==> config.mk <==
export PLATFORM = sky130hd
export DESIGN_NAME = bin_ascii_serializer_flat
export DESIGN_NICKNAME = d
export VERILOG_FILES = /design/src/rtl/bin_ascii_serializer_if.sv /design/src/rtl/bin_ascii_serializer.sv /design/src/flat_wrapper.sv
export SDC_FILE = /design/constraint.sdc
export NUM_CORES = 1
export LEC_CHECK = 0
export ABC_AREA = 0
export CAP_MARGIN = 40
export CORE_MARGIN = 2
export CORE_UTILIZATION = 40
export CTS_CLUSTER_DIAMETER = 50
export DETAILED_ROUTE_END_ITERATION = 10
export DONT_BUFFER_PORTS = 1
export HOLD_SLACK_MARGIN = 0.05
export PLACE_DENSITY = 0.52
export SETUP_SLACK_MARGIN = 0.1
export SYNTH_ARGS = -nofsm -noshare
export SYNTH_HDL_FRONTEND = slang
export SYNTH_SLANG_ARGS = --single-unit
==> constraint.sdc <==
create_clock -name clk -period 2.9 [get_ports clk]
set_input_delay 0.29 -clock clk [delete_from_list [all_inputs] [get_ports clk]]
set_output_delay 0.29 -clock clk [all_outputs]
set_load 0.05 [all_outputs]
==> src/rtl/bin_ascii_serializer_if.sv <==
// Handshake bundle between the word source, the serializer and the UART TX FIFO.
// The slave side is the serializer; the master side is whatever drives the
// request and observes the FIFO write strobe (a controller or a testbench).
interface bin_ascii_serializer_if #(
  parameter int N = 8,
  parameter int B = 8
);

  logic         start;
  logic [N-1:0] din;
  logic         tx_full;
  logic         wr;
  logic [B-1:0] w_data;
  logic         busy;
  logic         done_tick;

  modport master (
    output start,
    output din,
    output tx_full,
    input  wr,
    input  w_data,
    input  busy,
    input  done_tick
  );

  modport slave (
    input  start,
    input  din,
    input  tx_full,
    output wr,
    output w_data,
    output busy,
    output done_tick
  );

endinterface

==> src/rtl/bin_ascii_serializer.sv <==
// Binary word to ASCII '1'/'0' serializer feeding a UART TX FIFO.
// Emits din MSB first as 0x31/0x30 characters, optionally followed by CR LF,
// one character per cycle in which the FIFO is not full.
module bin_ascii_serializer #(
  parameter int N   = 8,
  parameter int B   = 8,
  parameter bit EOL = 1'b1
) (
  input logic                clk,
  input logic                reset,
  bin_ascii_serializer_if.slave bus
);

  localparam int CNT_W = $clog2(N + 1);

  localparam logic [B-1:0] CH_ZERO = B'(8'h30);
  localparam logic [B-1:0] CH_ONE  = B'(8'h31);
  localparam logic [B-1:0] CH_CR   = B'(8'h0D);
  localparam logic [B-1:0] CH_LF   = B'(8'h0A);

  typedef enum logic [2:0] {
    IDLE = 3'd0,
    BITS = 3'd1,
    CR   = 3'd2,
    LF   = 3'd3,
    DONE = 3'd4
  } state_t;

  state_t           state;
  state_t           state_next;
  logic [N-1:0]     shreg;
  logic [CNT_W-1:0] cnt;

  logic write_state;
  logic wr_en;
  logic last_bit;

  // A character leaves only in a write state with room in the FIFO; while the
  // FIFO is full nothing advances, so no character is lost or repeated.
  assign write_state = (state == BITS) || (state == CR) || (state == LF);
  assign wr_en       = write_state && !bus.tx_full;
  assign last_bit    = (cnt == CNT_W'(1));

  // State register with synchronous reset; reset wins over start.
  always_ff @(posedge clk) begin
    // NOTE: sequential state uses non-blocking (<=) so every register samples
    // pre-edge values regardless of statement order.
    if (reset) begin
      state <= IDLE;
    end else begin
      state <= state_next;
    end
  end

  // Shift register and bit counter: load on accepted start, advance per write.
  always_ff @(posedge clk) begin
    if (reset) begin
      shreg <= '0;
      cnt   <= '0;
    end else if (state == IDLE) begin
      if (bus.start) begin
        shreg <= bus.din;
        cnt   <= CNT_W'(N);
      end
    end else if (state == BITS && wr_en) begin
      shreg <= shreg << 1;
      if (cnt != '0) begin
        cnt <= cnt - CNT_W'(1);
      end
    end
  end

  // Next-state logic: advance only on a written character.
  always_comb begin
    // NOTE: default assignment first so no path leaves state_next unassigned,
    // which would otherwise infer a latch.
    state_next = state;
    unique case (state)
      IDLE: if (bus.start) state_next = BITS;
      BITS: if (wr_en && last_bit) state_next = EOL ? CR : DONE;
      CR:   if (wr_en) state_next = LF;
      LF:   if (wr_en) state_next = DONE;
      DONE: state_next = IDLE;
      default: state_next = IDLE;
    endcase
  end

  // Output decode: character select, write strobe, status flags.
  always_comb begin
    bus.wr        = wr_en;
    bus.busy      = (state != IDLE);
    bus.done_tick = (state == DONE);
    bus.w_data    = CH_ZERO;
    unique case (state)
      BITS:    bus.w_data = shreg[N-1] ? CH_ONE : CH_ZERO;
      CR:      bus.w_data = CH_CR;
      LF:      bus.w_data = CH_LF;
      default: bus.w_data = CH_ZERO;
    endcase
  end

endmodule

==> src/flat_wrapper.sv <==
// flat-port wrapper written by rule: the top's interface ports become plain ports
module bin_ascii_serializer_flat 
#(
  parameter int N   = 8,
  parameter int B   = 8,
  parameter bit EOL = 1'b1
)
  (clk, reset, bus_start, bus_din, bus_tx_full, bus_wr, bus_w_data, bus_busy, bus_done_tick);
  bin_ascii_serializer_if #(.N(N), .B(B)) bus_i ();
  input logic clk;
  input logic reset;
  input wire logic [$bits(bus_i.start)-1:0] bus_start;
  input wire logic [$bits(bus_i.din)-1:0] bus_din;
  input wire logic [$bits(bus_i.tx_full)-1:0] bus_tx_full;
  output wire logic [$bits(bus_i.wr)-1:0] bus_wr;
  output wire logic [$bits(bus_i.w_data)-1:0] bus_w_data;
  output wire logic [$bits(bus_i.busy)-1:0] bus_busy;
  output wire logic [$bits(bus_i.done_tick)-1:0] bus_done_tick;
  assign bus_i.start = bus_start;
  assign bus_i.din = bus_din;
  assign bus_i.tx_full = bus_tx_full;
  assign bus_wr = bus_i.wr;
  assign bus_w_data = bus_i.w_data;
  assign bus_busy = bus_i.busy;
  assign bus_done_tick = bus_i.done_tick;
  bin_ascii_serializer #(.N(N), .B(B), .EOL(EOL)) u_core (.clk(clk), .reset(reset), .bus(bus_i));
endmodule
# Yosys cells after proc, flatten, opt, wreduce, memory -nomap -nowiden
# Index checks and enable logic that the tools add are counted.
dict set report op_classes {
  muxes 14
  addsub 1
  reduce_logical 14
  eq_ne 9
}
# operator count
set ops {}
lappend ops {{2-to-1 mux 8 bit} 3}
lappend ops {{case mux 8 bit (3 select lines)} 1}
lappend ops {{2-to-1 mux 4 bit} 4}
lappend ops {{2-to-1 mux 3 bit} 4}
lappend ops {{case mux 3 bit (4 select lines)} 1}
lappend ops {{equality test 3 x 2 -> 1 bit (second input constant)} 2}
lappend ops {{equality test 4 x 1 -> 1 bit (second input constant)} 1}
lappend ops {{inequality test 2 x 1 -> 1 bit (second input constant)} 2}
lappend ops {{inequality test 2 bit (second input constant)} 2}
lappend ops {{AND reduction 4 bit} 1}
lappend ops {{nonzero test 2 bit} 2}
lappend ops {{nonzero test 4 bit} 1}
lappend ops {{subtractor 4 x 1 -> 4 bit (second input constant)} 1}
lappend ops {{equality test 3 x 1 -> 1 bit (second input constant)} 1}
lappend ops {{equality test 3 bit (second input constant)} 1}
lappend ops {{logical AND 1 bit} 3}
lappend ops {{logical NOT 3 bit} 1}
lappend ops {{AND reduction 3 bit} 1}
lappend ops {{nonzero test 3 bit} 1}
lappend ops {{logical OR 1 bit} 2}
lappend ops {{AND reduction 2 bit} 1}
lappend ops {{logical NOT 1 bit} 1}
lappend ops {{2-to-1 mux 1 bit} 1}
dict set report word_totals {
  ff_bits 15
  wordCells 41
  output_inout_bits 11
}

# Longest topological paths before layout
dict set report depth {
  ltp_word 7
  ltp_mapped 6
  ltp_nobuf 6
}

# Worst setup path before layout
# Ideal clock, no wire load.
dict set report synth_path {
  path_type {reg2out}
  startpoint {reg u_core.state[1]}
  endpoint {out bus_w_data[1]}
  arrival_ns 1.856
  setup_slack_ns 0.754
  stages_incl_launch_ff 5
  path_buffers 1
  path_cell_list {dfxtp_1 > buf_4 > nand2b_1 > inv_1 > and2_1}
}
dict set report synth_via {
  elab_chain_cells 2
  elab_cells_between_ends 4
}
# item line
set synth_rtl {}
lappend synth_rtl {{start, declared} bin_ascii_serializer.sv:29} ;# state_t state;
lappend synth_rtl {{start signal, assigned} bin_ascii_serializer.sv:51} ;# state <= state_next;
lappend synth_rtl {{equality test 3 x 2 -> 1 bit / equality test 3 x 1 -> 1 bit (equally long branches)} bin_ascii_serializer.sv:94} ;# unique case (state)
lappend synth_rtl {{case mux 8 bit (3 select lines) (*)} bin_ascii_serializer.sv:94}
lappend synth_rtl {{end, declared} flat_wrapper.sv:16} ;# output wire logic [$bits(bus_i.w_data)-1:0] bus_w_data;
# Every way passes the cells marked *; elsewhere a longest branch is shown, timed or not.

# Final worst setup path
# Same ends and word-level chain as after synthesis.

==> impl_metrics.ini <==
[outcome]
status = completed

[global_route]
grt_max_degree = 17
grt_overflow_total = 0
grt_pass1_wl_um = 2766
grtUsageTotal_pct = 14.13
grt_pass1_vias = 653
antenna_found_initial = 0

[floorplan]
die_area_um2 = 2583
num_rows = 16
initial_utilization_pct = 43.38
die_w_um = 50.83
ios = 23
die_h_um = 50.83
coreArea_um2 = 2022

[synthesis]
synthFlopType = dfxtp_1
ys_types = 30
ys_seq_area_share_pct = 34.24
synth_most_common_cell = dfxtp_1
ys_ff_latch = 15
synth_top_area_share_pct = 34.24
synthArstFlopShare_pct = 0
synthTopCellsByCount = dfxtp_1, nor2_1, mux2i_1
synthesis.area_um2 = 877.1
syn_inst = 99
yosysWarnings = 0
synth_area_leaders = dfxtp_1, mux2i_1, nor2_1
yosys.area.top_type = dfxtp_1
syn_area_per_cell_um2 = 8.860
synth_edf_count = 0

[clock_network]
cts_max_level = 1
cts.sinks = 15
path_clk_slew_ns = 0.10
numCtsBuffers = 3
clk_path_buf_depth = 2
clock_latency_ns = 0.28
cts_resized = 0
cts_tree = done
cts_setup_buffers = 0
clock-root-buffer = clkbuf_4

[worst_hold_path]
min_delay_worst_endpoint = u_core.shreg[2]
holdPathStages = 1
hp-class = primary input to flip-flop
worstHoldStart = reset

[routing]
drtIter0Drc = 0
drcViolationCount = 0
num_vias = 662
postRouteAntennaNets = 0
viasPerCell = 5.092
avgRoutedWirePerCell_um = 11.89
routed_wl_um = 1546
drt-pass1-iter-count = 1

[placed_design]
gp_congestion = 0.7576
dp_hpwl_um = 1101
postPlaceCellArea_um2 = 890.9
port_buffers = 0

[layout]
finalNetCount = 118
fin_area_um2 = 938.4
drive_gt1_share_pct = 17.48
area_growth_pct = 6.990
n_antenna_cell = 0

[pwr]
sw_frac_of_total_pct = 29.91
p_int_uw = 306.6
clkPwrFrac_pct = 27.6
seq_power_share_pct = 52.8
p_total_uw = 437.4
power.share.combinational_pct = 19.6
ir_drop_mv = 0.2600
p_per_area_nw_per_um2 = 466.1
static-leakage-power_uw = 0.0003924
p_sw_uw = 130.8

[worst_setup_path]
critPathSlowestCell = dfxtp_1
worstReg2RegEnd = u_core.shreg[2]
crit_start = u_core.state[1]
slowest_delay_ns = 0.64
worstPathRequired_ns = 2.61
regToRegSetupSlack_ns = 1.20
critPathCaptureType = output pin
worstSetupPathType = flip-flop to output pin
worst-path-max-fanout = 11
critPathLaunchType = flip-flop
worst-r2r-cell-count = 4
worstPathCellList = nand2b_1, inv_1, and2_1
r2r-start = u_core.state[0]
cp_data_arrival_time_ns = 1.62

[timing]
final.setup.tns_ns = 0
min_period_over_period_pct = 65.69
tightest_slew_ns = 0.6381
clock_skew_ns = 0.007896
finalSetupViolations = 0
rsz0062_at_grt = false
drv_slew = 0
fin_crit_ns = 1.905
relSlewSlack_pct = 57.32
holdWs_ns = 0.06647
hold_viol = 0
fmaxAchievable_mhz = 524.9

[run]
drv_cap = 0
## placed cells by master, fill, tap and decap left out, drive strengths merged
cell type / synthesis / routed
nor2: 14 / 14
ha: 2 / 2
dlygate4sd3: 0 / 2
xnor2: 1 / 1
o21ai: 2 / 2
clkinv: 0 / 1
nand2: 7 / 7
or4: 1 / 1
inv: 5 / 5
buf: 8 / 6
nand2b: 6 / 6
mux2i: 9 / 9
clkbuf: 1 / 3
nor2b: 1 / 1
nor4b: 2 / 2
nor3: 4 / 4
o22ai: 1 / 1
a211oi: 9 / 9
and2: 2 / 2
a21oi: 4 / 4
mux2: 1 / 1
conb: 1 / 2
dfxtp: 15 / 15
nand3: 3 / 3
## metrics by stage
| step | cells | setup slack, ns | util, % |
|---|---|---|---|
| final | 130 | 0.9949 | 46.41 |
| after detailed placement | 124 | 1.246 | 44.06 |
| after global routing | 130 | 0.8732 | 46.41 |
| after CTS | 129 | 0.9794 | 45.92 |
| after global placement | 124 | 1.294 | 44.06 |
| after floorplan | 100 | 0.7538 | - |
## cells by family (layout without fill, tap and decap cells)
| kind of cell | count (synthesis) | after routing | share of synthesized area, % |
|---|---|---|---|
| fa+ha+maj | 2 | 2 | 2.853 |
| mux | 10 | 10 | 11.56 |
| compound gates | 16 | 16 | 14.84 |
| buf+inv | 14 | 17 | 9.985 |
| other cells | 1 | 2 | 0.4275 |
| xor+xnor | 1 | 1 | 0.9988 |
| simple gates | 40 | 40 | 25.11 |
| flops | 15 | 15 | 34.24 |
## registers in the layout, indices dropped and copies added (netlist names)
name and cells:
u_core.cnt 4, u_core.shreg 8, u_core.state 3
## final cells by class
type | count | area [um^2]
Clock buffer | 3 | 22.52
Clock inverter | 1 | 5.005
Fill cell | 202 | 1084
Inverter | 5 | 18.77
Multi-Input combinational cell | 71 | 493.0
Sequential cell | 15 | 300.3
Tap cell | 27 | 33.78
Timing Repair Buffer | 8 | 65.06
## critical path, delay by kind of cell, from the launching register on
| family | cells | cell delay, ns |
|---|---|---|
| buffers and inverters | 1 | 0.09 |
| DFF | 1 | 0.64 |
| and+or+nand+nor | 2 | 0.59 |
## metal layers
layer	up-vias	wire (um)	share of wire [%]	global-route usage, %
li1	341	-	-	-
met1	303	753	49	17.98
met2	16	723	47	23.03
met3	2	56	3.6	2.632
met4	0	13	0.84	6.757
met5	-	0	0	0
## power by group through the flow
stage / Clock (uW) / Combinational, uW / Sequential [uW]
finish: 121 / 85.8 / 231
global route: 137 / 95.6 / 233
CTS: 127 / 84.8 / 231
detailed placement: 0 / 82.2 / 236
global placement: 0 / 81.3 / 235
floorplan: 0 / 82.1 / 231
## worst max-delay path by stage
stage | slack [ns] | cells past startpoint | endpoint
2_1_floorplan | 0.75 | 4 | bus_w_data[1]
3_3_place_gp | 1.29 | 4 | u_core.shreg[5]
3_5_place_dp | 1.25 | 4 | u_core.shreg[5]
4_1_cts | 0.98 | 3 | bus_w_data[1]
5_1_grt | 0.87 | 3 | bus_w_data[1]
6_report | 0.99 | 3 | bus_w_data[1]
## repair_timing
action,CTS,global route
setup endpoints to repair,0,0
hold buffers,1,1
endpoints found under the hold margin,5,3
Note: power is estimated with default switching activity, not from simulation.
